`config.mk`:
```
export PLATFORM = sky130hd
export DESIGN_NAME = audio_interp_feeder
export DESIGN_NICKNAME = d
export VERILOG_FILES = /design/src/rtl/audio_interp_feeder.sv
export SDC_FILE = /design/constraint.sdc
export NUM_CORES = 1
export LEC_CHECK = 0
export CAP_MARGIN = 20
export CORE_UTILIZATION = 40
export CTS_CLUSTER_DIAMETER = 40
export DETAILED_ROUTE_END_ITERATION = 6
export GPL_TIMING_DRIVEN = 0
export SLEW_MARGIN = 20
export SYNTH_ARGS = -nofsm -noshare
export SYNTH_HDL_FRONTEND = slang
export SYNTH_SLANG_ARGS = --single-unit
```
`constraint.sdc`:
```
create_clock -name CLK -period 6.71 [get_ports CLK]
set_clock_uncertainty 0.15 [all_clocks]
set_input_delay 2.013 -clock CLK [delete_from_list [all_inputs] [get_ports CLK]]
set_output_delay 2.013 -clock CLK [all_outputs]
set_load 0.02 [all_outputs]
```
`src/rtl/audio_interp_feeder.sv`:
```
// Audio sample feeder: small input FIFO plus a linear interpolator that ramps
// between consecutive samples over 2^S output ticks and drives an offset-binary DAC.
module audio_interp_feeder #(
    parameter int unsigned W     = 16,
    parameter int unsigned S     = 4,
    parameter int unsigned DEPTH = 4
) (
    input  logic         CLK,
    input  logic         RESET,
    input  logic [W-1:0] in_sample,
    input  logic         in_valid,
    output logic         in_ready,
    input  logic         tick,
    output logic [W-1:0] dac_out,
    output logic         underrun,
    input  logic         clr_underrun
);

    localparam int unsigned AW   = $clog2(DEPTH);
    localparam int unsigned CW   = $clog2(DEPTH + 1);
    localparam int unsigned ACCW = W + S + 1;
    localparam int unsigned DW   = W + 1;

    typedef enum logic [1:0] {
        IDLE = 2'd0,
        RAMP = 2'd1,
        HOLD = 2'd2
    } state_t;

    state_t          r_state;
    state_t          w_state_nxt;

    logic [W-1:0]    r_mem [DEPTH];
    logic [AW-1:0]   r_rd_ptr;
    logic [AW-1:0]   r_wr_ptr;
    logic [CW-1:0]   r_count;

    logic [W-1:0]    r_cur;
    logic [W-1:0]    r_nxt;
    logic [DW-1:0]   r_delta;
    logic [ACCW-1:0] r_acc;
    logic [S-1:0]    r_k;
    logic            r_underrun;
    logic [W-1:0]    r_dac;

    logic            w_push;
    logic            w_pop;
    logic            w_empty;
    logic            w_hold_entry;
    logic [W-1:0]    w_head;
    logic [W-1:0]    w_base;
    logic [W-1:0]    w_cur_nxt;
    logic [W-1:0]    w_nxt_nxt;
    logic [DW-1:0]   w_delta_nxt;
    logic [ACCW-1:0] w_acc_nxt;
    logic [S-1:0]    w_k_nxt;
    logic [W-1:0]    w_v;

    assign in_ready = (r_count < CW'(DEPTH));
    assign w_push   = in_valid && in_ready;
    assign w_empty  = (r_count == CW'(0));
    assign w_head   = r_mem[r_rd_ptr];
    assign dac_out  = r_dac;
    assign underrun = r_underrun;

    // State register
    always_ff @(posedge CLK or posedge RESET) begin
        if (RESET) r_state <= IDLE;
        else       r_state <= w_state_nxt;
    end

    // Next-state and interpolator next values; only a tick advances anything
    always_comb begin
        w_state_nxt  = r_state;
        w_pop        = 1'b0;
        w_hold_entry = 1'b0;
        w_base       = r_cur;
        w_cur_nxt    = r_cur;
        w_nxt_nxt    = r_nxt;
        w_delta_nxt  = r_delta;
        w_acc_nxt    = r_acc;
        w_k_nxt      = r_k;
        if (tick) begin
            case (r_state)
                IDLE, HOLD: begin
                    if (!w_empty) begin
                        w_pop       = 1'b1;
                        w_state_nxt = RAMP;
                    end
                end
                RAMP: begin
                    if (!(&r_k)) begin
                        w_acc_nxt = r_acc + {{S{r_delta[W]}}, r_delta};
                        w_k_nxt   = r_k + S'(1);
                    end else begin
                        w_cur_nxt = r_nxt;
                        w_base    = r_nxt;
                        w_acc_nxt = {r_nxt[W-1], r_nxt, {S{1'b0}}};
                        if (!w_empty) begin
                            w_pop = 1'b1;
                        end else begin
                            w_state_nxt  = HOLD;
                            w_hold_entry = 1'b1;
                        end
                    end
                end
                default: w_state_nxt = IDLE;
            endcase
        end
        // Loading a new target restarts the segment from the current endpoint
        if (w_pop) begin
            w_nxt_nxt   = w_head;
            w_acc_nxt   = {w_base[W-1], w_base, {S{1'b0}}};
            w_k_nxt     = '0;
            w_delta_nxt = {w_head[W-1], w_head} - {w_base[W-1], w_base};
        end
    end

    assign w_v = w_acc_nxt[S+W-1:S];

    // FIFO storage needs no reset; occupancy lives in pointers and count
    always_ff @(posedge CLK) begin
        if (w_push) r_mem[r_wr_ptr] <= in_sample;
    end

    always_ff @(posedge CLK or posedge RESET) begin
        if (RESET) begin
            r_rd_ptr <= '0;
            r_wr_ptr <= '0;
            r_count  <= '0;
        end else begin
            if (w_push) r_wr_ptr <= r_wr_ptr + AW'(1);
            if (w_pop)  r_rd_ptr <= r_rd_ptr + AW'(1);
            case ({w_push, w_pop})
                2'b10:   r_count <= r_count + CW'(1);
                2'b01:   r_count <= r_count - CW'(1);
                default: r_count <= r_count;
            endcase
        end
    end

    // Interpolator datapath, flag and DAC output
    always_ff @(posedge CLK or posedge RESET) begin
        if (RESET) begin
            r_cur      <= '0;
            r_nxt      <= '0;
            r_delta    <= '0;
            r_acc      <= '0;
            r_k        <= '0;
            r_underrun <= 1'b0;
            r_dac      <= {1'b1, {(W-1){1'b0}}};
        end else begin
            r_cur   <= w_cur_nxt;
            r_nxt   <= w_nxt_nxt;
            r_delta <= w_delta_nxt;
            r_acc   <= w_acc_nxt;
            r_k     <= w_k_nxt;
            if (w_hold_entry)      r_underrun <= 1'b1;
            else if (clr_underrun) r_underrun <= 1'b0;
            if (tick) r_dac <= {~w_v[W-1], w_v[W-2:0]};
        end
    end

endmodule

```
==> flow_metrics.py, run 1 <==
metrics = {
    "setup_path": {
        "crit_required_ns": 6.84,
        "crit_top_cell": "o2111ai_1",
        "crit_family": "buffers and inverters",
        "cpPeakStageDelay_ns": 0.73,
        "critPathKind": "input pin to register",
        "worstPathArrival_ns": 6.35,
        "cpMaxStageDelayCell": "buf_1",
        "critPathBufInv": 4,
        "path_cells": "clkdlybuf4s50_1, and3b_1, buf_2, nand2_2, buf_1, mux2i_1, inv_1, ha_1, fa_1, nor2b_1, or3_4, a31oi_4, o2111ai_1, nand4_2, o2111ai_1, xnor2_1, o21ai_0",
        "path_max_fanout": 10,
        "endpoint_kind": "register",
        "start_kind": "input pin",
    },
    "synthesis": {
        "ys_ff_latch": 163,
        "avgSynthCellArea_um2": 11.5,
        "synth_cells": 716,
        "synth.top_cells.by_area": "dfrtp_1, edfxtp_1, ha_1, nand2_1, o21ai_0",
        "ys_warn_count": 0,
        "netlist_top_cells_count": "dfrtp_1, nand2_1, edfxtp_1",
        "synth_top_area_share": 0.299,
        "synth_largest_area_cell": "dfrtp_1",
        "synthArstFlopShare": 0.607,
        "ys.flop_type": "dfrtp_1",
        "syn-cell-area_um2": 8220,
        "syn_nets": 777,
        "synth_edf_count": 64,
        "synthDistinctLibCells": 68,
        "synthMostInstantiatedCell": "dfrtp_1",
        "yosysSeqAreaShare": 0.536,
    },
    "detailed_routing": {
        "post-route-drc-count": 0,
        "vias_per_cell": 5.55,
        "drt_iter0_markers": 460,
        "ant_nets": 0,
        "post_drt_wl_per_cell_um": 18.7,
        "firstDrtPassIters": 5,
        "vias": 5858,
        "routed_wl_um": 19800,
    },
    "finish": {
        "fin_area_um2": 9580,
        "nets": 835,
        "drive_above_1_share": 0.0827,
        "area_growth_pct": 16.6,
        "n_antenna_cell": 0,
    },
    "timing": {
        "finalSetupViolations": 0,
        "layout_setup_ws_ns": 0.490,
        "min_period_over_period": 0.927,
        "relSlewSlack": 0.394,
        "rsz0062_at_grt": "false",
        "setup-tns-final_ns": 0,
        "hold_viol_final": 0,
        "finalCriticalPeriod_ns": 6.22,
        "tightest_slew_ns": 0.908,
        "slew_violations": 0,
        "fmax_mhz": 161,
        "hold_ws_ns": 0.337,
    },
    "floorplan": {
        "die_height_um": 145,
        "rows": 52,
        "dieArea_um2": 21100,
        "initial_core_util": 0.407,
        "die_w_um": 145,
        "core-area_um2": 20200,
        "pin_count": 39,
    },
    "clock_network": {
        "cts_setup_buffers": 0,
        "htreeDepth": 4,
        "cts.repair.resized": 0,
        "cts_tree": "yes",
        "worstSkewPairLatency_ns": 0.43,
        "numClockSinks": 163,
        "cts_buffer_depth": 2,
        "clock-root-buffer": "clkbuf_16",
        "ctsHoldBuffers": 0,
        "numCtsBuffers": 17,
        "path_clk_slew_ns": 0.06,
    },
    "power_and_ir_drop": {
        "total_leakage_power_uw": 0.00404,
        "powerDensity_nw_per_um2": 533,
        "p_total_uw": 5100,
        "peakVddDrop_mv": 0.216,
    },
    "global_routing": {
        "grt_usage": 0.194,
        "grt_pass1_wl_um": 31300,
        "overflow": 0,
        "grt_pass1_vias": 5899,
        "grt_max_degree": 80,
        "antenna_found_initial": 0,
    },
    "placed_design": {
        "dpl.hpwl_um": 14400,
        "portBuffers": 38,
        "placed_area_um2": 8970,
        "gp_congestion": 0.935,
        "dpl_worst_slack_ns": 0.0772,
    },
    "run_status": {
        "outcome": "finished clean",
    },
    "min_path": {
        "worstHoldPathType": "register to register",
    },
    "job": {
        "max_cap_violations": 0,
    },
}
[sequential cells by signal, summed over array words and instances (netlist names), 3 cells and up, named ones only]
register  flops
r_mem        64
r_k           4
r_nxt        16
r_cur        16
r_delta      17
r_acc        19
dac_out      16
r_count       3
[metal layers]
layer	wire, um	track usage
met4	605	0.0916
met5	0	0
met1	8640	0.250
met2	9360	0.316
met3	1180	0.0399
[where the power goes]
group	switching [uW]	total, uW	internal (uW)
registers	201	1570	1370
logic	1410	2510	1100
clock network	400	1020	620
[cells by family (layout without fill, tap and decap cells)]
| kind of cell | after synthesis | in the layout | synth area share |
|---|---|---|---|
| compound gates | 173 | 173 | 0.136 |
| xor+xnor | 39 | 39 | 0.0416 |
| fa+ha+maj | 41 | 41 | 0.0649 |
| buf+inv | 64 | 134 | 0.0303 |
| flops | 163 | 163 | 0.536 |
| mux | 44 | 44 | 0.0829 |
| simple gates | 192 | 192 | 0.109 |
[cell usage in the layout (no fill, tap or decap), drive strengths merged, types with 4 or more instances in the layout]
master / instances
a21oi: 34
bufinv: 4
nor2: 23
and2: 8
nand2b: 6
a211oi: 7
xor2: 14
nor3: 7
nand4: 5
o22ai: 8
and3: 4
o2111ai: 4
clkbuf: 38
nand2: 98
buf: 10
edfxtp: 64
mux4: 16
mux2: 11
clkdlybuf4s50: 38
xnor2: 25
dfrtp: 98
a31oi: 8
nand3: 22
nor2b: 6
mux2i: 17
ha: 37
clkinvlp: 6
a21o: 14
o21ai: 56
inv: 35
o211ai: 11
o21bai: 6
[final cells by class]
cell class	instances	area [um^2]
inverter	35	136
multi-input combinational	489	3570
fill	1801	10600
clock inverter	13	186
tap	270	338
timing repair buffer	39	408
sequential	163	4400
buffer	29	118
clock buffer	18	429
[per-stage QoR]
| stage | utilization | cells |
|---|---|---|
| floorplan | - | 716 |
| global placement | 0.443 | 1024 |
| detailed placement | 0.445 | 1025 |
| CTS | 0.475 | 1056 |
| global route | 0.475 | 1056 |
| finish | 0.475 | 1056 |
[worst register-to-register path, stage by stage, from the launching register on]
cell	delay [ns]
dfrtp_1	0.41
ha_1	0.24
and3_1	0.24
nand2_2	0.27
buf_1	0.73
mux2i_1	0.31
inv_1	0.09
ha_1	0.22
fa_1	0.41
nor2b_1	0.17
or3_4	0.17
a31oi_4	0.10
o2111ai_1	0.29
nand4_2	0.19
o2111ai_1	0.29
xnor2_1	0.16
o21ai_0	0.09
[path summary, 6_finish.rpt]
path | start | to | slack (ns) | cells after the start
worst min register to register | r_count[0] | r_count[0] | 0.34 | 1
min in group asynchronous | RESET | r_acc[9] | 1.75 | 2
max in group asynchronous | RESET | r_nxt[11] | 4.00 | 3
worst max register to register | r_k[0] | r_delta[12] | 2.02 | 16
worst max-delay path | tick | r_delta[12] | 0.49 | 17
worst min-delay path | r_count[0] | r_count[0] | 0.34 | 1
Power figures use the tool's default switching activity.
==> run 2, diff against run 1 <==
==> constraint.sdc (replaced) <==
create_clock -name CLK -period 5.58 [get_ports CLK]
set_clock_uncertainty 0.15 [all_clocks]
set_input_delay 1.674 -clock CLK [delete_from_list [all_inputs] [get_ports CLK]]
set_output_delay 1.674 -clock CLK [all_outputs]
set_load 0.02 [all_outputs]
==> flow_metrics.py, run 2 (synthesis gave the netlist of run 1 again) <==
metrics = {
    "power_and_ir_drop": {
        "total_leakage_power_uw": 0.00404,
        "peakVddDrop_mv": 0.259,
        "powerDensity_nw_per_um2": 641,
    },
    "finish": {
        "n_antenna_cell": 0,
        "drive_above_1_share": 0.0828,
        "layout.area.seq_um2": 4400,
        "instances_no_fill": 1055,
        "largest_reg_flops": 64,
        "nets": 834,
        "multi_input_area_um2": 3570,
        "top_register": "r_mem",
        "top_regs": "r_mem: 64 flops, r_acc: 19 flops, r_delta: 17 flops",
        "fin_area_um2": 9580,
        "final_cell_mix": "dfrtp_1, nand2_1, edfxtp_1",
        "n_fill_cell": 1801,
        "final_common_cell": "dfrtp_1",
        "area_growth_pct": 16.6,
    },
    "global_routing": {
        "grt_pass1_wl_um": 31200,
        "grt_usage": 0.193,
        "grt_max_degree": 80,
        "grt_pass1_vias": 5884,
        "overflow": 0,
        "antenna_found_initial": 0,
    },
    "setup_path": {
        "critPathKind": "input pin to register",
        "path_max_fanout": 17,
        "endpoint_kind": "register",
        "critPathBufInv": 3,
        "crit_top_cell": "o2111ai_1",
        "worstPathArrival_ns": 5.49,
        "start_kind": "input pin",
        "crit_required_ns": 5.71,
        "reg2reg_slack_ns": 1.43,
        "cpPeakStageDelay_ns": 0.52,
        "cpMaxStageDelayCell": "clkdlybuf4s50_1",
        "crit_family": "simple AND/OR/NAND/NOR gates",
        "path_cells": "clkdlybuf4s50_1, and3b_1, buf_2, nand2_2, mux2i_1, inv_1, ha_1, fa_1, nor2b_1, or3_4, a31oi_4, o2111ai_1, nand4_2, o2111ai_1, xnor2_1, o21ai_0",
    },
    "placed_design": {
        "gp_congestion": 0.935,
        "placed_area_um2": 8970,
        "dpl.hpwl_um": 14400,
        "portBuffers": 38,
        "dp.cells": 1025,
    },
    "floorplan": {
        "dieArea_um2": 21100,
        "die_w_um": 145,
        "die_height_um": 145,
        "pin_count": 39,
        "core-area_um2": 20200,
        "initial_core_util": 0.407,
        "rows": 52,
    },
    "detailed_routing": {
        "vias_per_cell": 5.54,
        "post-route-drc-count": 0,
        "ant_nets": 0,
        "vias": 5842,
        "drt_iter0_markers": 434,
        "firstDrtPassIters": 6,
        "routed_wl_um": 19700,
        "post_drt_wl_per_cell_um": 18.7,
    },
    "clock_network": {
        "clock-root-buffer": "clkbuf_16",
        "ctsHoldBuffers": 0,
        "htreeDepth": 4,
        "numCtsBuffers": 17,
        "path_clk_slew_ns": 0.06,
        "worstSkewPairLatency_ns": 0.43,
        "numClockSinks": 163,
        "cts_tree": "yes",
        "cts_buffer_depth": 2,
        "cts.repair.resized": 0,
        "cts_setup_buffers": 0,
    },
    "timing": {
        "slew_violations": 0,
        "fmax_mhz": 187,
        "relSlewSlack": 0.410,
        "min_period_over_period": 0.961,
        "finalCriticalPeriod_ns": 5.36,
        "tightest_slew_ns": 0.886,
        "rsz0062_at_grt": "false",
        "hold_viol_final": 0,
        "finalSetupViolations": 0,
    },
    "job": {
        "max_cap_violations": 0,
    },
    "run_status": {
        "outcome": "finished clean",
    },
    "min_path": {
        "worstHoldPathType": "register to register",
    },
}
## run 2: cell count changes in the layout (fill, tap and decap cells not counted)
cell and delta:
buf_1 -1
## run 2: routing by layer
metal,track usage,share of wire
met5,0,0
met4,0.0858,0.027
met3,0.0393,0.056
met2,0.316,0.47
met1,0.250,0.44
## run 2: stage by stage
step | setup WS [ns] | hold WS, ns | power, uW | util | TNS, ns
6_report | 0.218 | 0.337 | 6140 | 0.475 | 0
5_1_grt | 0.00430 | 0.363 | 6550 | 0.475 | 0
4_1_cts | 0.250 | 0.334 | 6130 | 0.475 | 0
3_5_place_dp | -0.714 | 0.321 | 4890 | 0.445 | -4.23
3_3_place_gp | -0.679 | 0.310 | 4780 | 0.443 | -42.50
2_1_floorplan | 0.609 | 0.296 | 4100 | - | 0
## run 2: worst paths after layout
check                           cells after the start        from     endpoint
worst max register to register                     15      r_k[0]  r_delta[12]
worst min-delay path                                1  r_count[0]   r_count[0]
worst min register to register                      1  r_count[0]   r_count[0]
min in group asynchronous                           2       RESET     r_acc[9]
worst max-delay path                               16        tick  r_delta[12]
max in group asynchronous                           3       RESET    r_nxt[11]
## run 2: report_power, final
part           switching (uW)  internal [uW]
Clock                     480            745
Sequential                242           1650
Combinational            1700           1320
## run 2: final cells by class
type / instances / share of cell area
multi-input cells: 489 / 0.372
flip-flops and latches: 163 / 0.459
plain buffers: 28 / 0.0119
well taps: 270 / 0.0353
clock inverters: 13 / 0.0195
repair buffers: 39 / 0.0426
inverters: 35 / 0.0142
clock buffers: 18 / 0.0448
==> run 3, diff against run 2 <==
--- a/config.mk
+++ b/config.mk
@@ -6,10 +6,10 @@
 export NUM_CORES = 1
 export LEC_CHECK = 0
 export CAP_MARGIN = 20
-export CORE_UTILIZATION = 40
+export CORE_UTILIZATION = 55
 export CTS_CLUSTER_DIAMETER = 40
 export DETAILED_ROUTE_END_ITERATION = 6
-export GPL_TIMING_DRIVEN = 0
+export PLACE_DENSITY = 0.77
 export SLEW_MARGIN = 20
 export SYNTH_ARGS = -nofsm -noshare
 export SYNTH_HDL_FRONTEND = slang
==> flow_metrics.py, run 3 (synthesis gave the netlist of run 1 again) <==
metrics = {
    "timing": {
        "relSlewSlack": 0.405,
        "finalCriticalPeriod_ns": 4.82,
        "finalSetupViolations": 0,
        "slew_violations": 0,
        "setup-tns-final_ns": 0,
        "layout_setup_ws_ns": 0.760,
        "fmax_mhz": 207,
        "hold_viol_final": 0,
        "rsz0062_at_grt": "false",
        "min_period_over_period": 0.864,
        "tightest_slew_ns": 0.893,
    },
    "global_routing": {
        "grt_pass1_wl_um": 29700,
        "antenna_found_initial": 0,
        "overflow": 0,
        "grt_pass1_vias": 5764,
        "grt_max_degree": 77,
        "grt_usage": 0.246,
    },
    "power_and_ir_drop": {
        "peakVddDrop_mv": 0.283,
        "netSwitchingPower_uw": 2400,
        "powerDensity_nw_per_um2": 646,
        "p_sw_frac": 0.395,
        "p_clk_frac": 0.192,
        "total_leakage_power_uw": 0.00404,
        "seqPwrFrac": 0.315,
        "combPwrFrac": 0.492,
        "internal_power_uw": 3670,
    },
    "finish": {
        "n_antenna_cell": 0,
        "drive_above_1_share": 0.0938,
        "top_regs": "r_mem: 64 flops, r_acc: 19 flops, r_delta: 17 flops",
        "final_common_cell": "dfrtp_1",
        "area_growth_pct": 14.3,
        "instances_no_fill": 952,
        "top_register": "r_mem",
        "largest_reg_flops": 64,
        "n_fill_cell": 1103,
        "nets": 816,
        "final_cell_mix": "dfrtp_1, nand2_1, edfxtp_1",
    },
    "floorplan": {
        "rows": 44,
        "die_height_um": 124,
        "initial_core_util": 0.565,
        "pin_count": 39,
        "dieArea_um2": 15400,
        "core-area_um2": 14500,
        "die_w_um": 124,
    },
    "clock_network": {
        "cts.repair.resized": 0,
        "clock-root-buffer": "clkbuf_16",
        "worstSkewPairLatency_ns": 0.42,
        "path_clk_slew_ns": 0.06,
        "cts_buffer_depth": 2,
        "cts_setup_buffers": 0,
        "htreeDepth": 4,
        "ctsHoldBuffers": 0,
        "cts_tree": "yes",
        "numCtsBuffers": 17,
        "numClockSinks": 163,
    },
    "job": {
        "max_cap_violations": 0,
    },
    "detailed_routing": {
        "drt_iter0_markers": 451,
        "vias": 5821,
        "post-route-drc-count": 0,
        "post_drt_wl_per_cell_um": 18.8,
        "ant_nets": 0,
        "vias_per_cell": 6.11,
        "routed_wl_um": 17900,
        "firstDrtPassIters": 5,
    },
    "placed_design": {
        "dpl_worst_slack_ns": 0.368,
        "dpl.hpwl_um": 12200,
        "portBuffers": 38,
        "gp_congestion": 0.978,
        "dp.cells": 920,
    },
    "min_path": {
        "whs_path_depth": 2,
        "worstHoldPathType": "register to register",
    },
    "run_status": {
        "outcome": "finished clean",
    },
    "setup_path": {
        "worstPathArrival_ns": 4.98,
        "crit_required_ns": 5.74,
        "rr_worst_depth": 14,
        "start_kind": "input pin",
        "endpoint_kind": "register",
        "critPathKind": "input pin to register",
        "path_max_fanout": 13,
    },
}
-- run 3: changes by cell type in the layout (fill, tap and decap cells not counted), sizes merged --
cell / delta
clkbuf: -19
clkinv: +4
clkinvlp: -4
buf: +2
bufinv: -1
inv: +1
-- run 3: final cells by class --
cell class | count | area (um^2) | share of cell area
Sequential cell | 163 | 4400 | 0.469
Tap cell | 184 | 230 | 0.0245
Timing Repair Buffer | 49 | 463 | 0.0493
Inverter | 35 | 134 | 0.0143
Clock inverter | 13 | 160 | 0.0171
Clock buffer | 19 | 433 | 0.0461
Multi-Input combinational cell | 489 | 3570 | 0.380
-- run 3: worst paths after layout --
| path | start | slack [ns] | end |
|---|---|---|---|
| worst max-delay path | tick | 0.76 | r_delta[14] |
| worst min-delay path | dac_out[14] | 0.34 | dac_out[14] |
| worst max register to register | r_k[0] | 1.68 | r_delta[14] |
| worst min register to register | dac_out[14] | 0.34 | dac_out[14] |
| max in group asynchronous | RESET | 3.03 | r_acc[16] |
| min in group asynchronous | RESET | 1.44 | r_acc[2] |
-- run 3: worst max-delay path: stages --
cell             delay (ns)
clkdlybuf4s50_1        0.42
and3b_1                0.21
nand2_2                0.12
buf_4                  0.26
mux2i_1                0.34
ha_1                   0.33
nor2b_1                0.16
or3_4                  0.37
a31oi_4                0.25
o2111ai_1              0.17
nand4_2                0.17
o21bai_2               0.10
xor2_1                 0.14
mux2_4                 0.25
-- run 3: metrics by stage --
stage	hold slack [ns]	power (uW)	instance area, um^2	utilization
5_1_grt	0.368	6500	9390	0.646
6_report	0.337	6070	9390	0.646
3_3_place_gp	0.312	4730	8800	0.605
2_1_floorplan	0.296	4100	8220	-
3_5_place_dp	0.321	4840	8800	0.605
4_1_cts	0.336	6050	9390	0.646
-- run 3: power by group through the flow --
stage          Clock [uW]  Combinational [uW]  Sequential [uW]
2_1_floorplan           0                2210             1890
3_3_place_gp            0                2820             1910
3_5_place_dp            0                2920             1930
4_1_cts              1180                2960             1910
5_1_grt              1230                3310             1960
6_report             1170                2990             1910
-- run 3: routing by layer --
metal	vias up	global-route usage	routed length, um
met5	-	0	0
met4	0	0.0843	262
met3	25	0.0388	833
met2	197	0.394	8710
met1	2899	0.342	8070
li1	2700	-	-
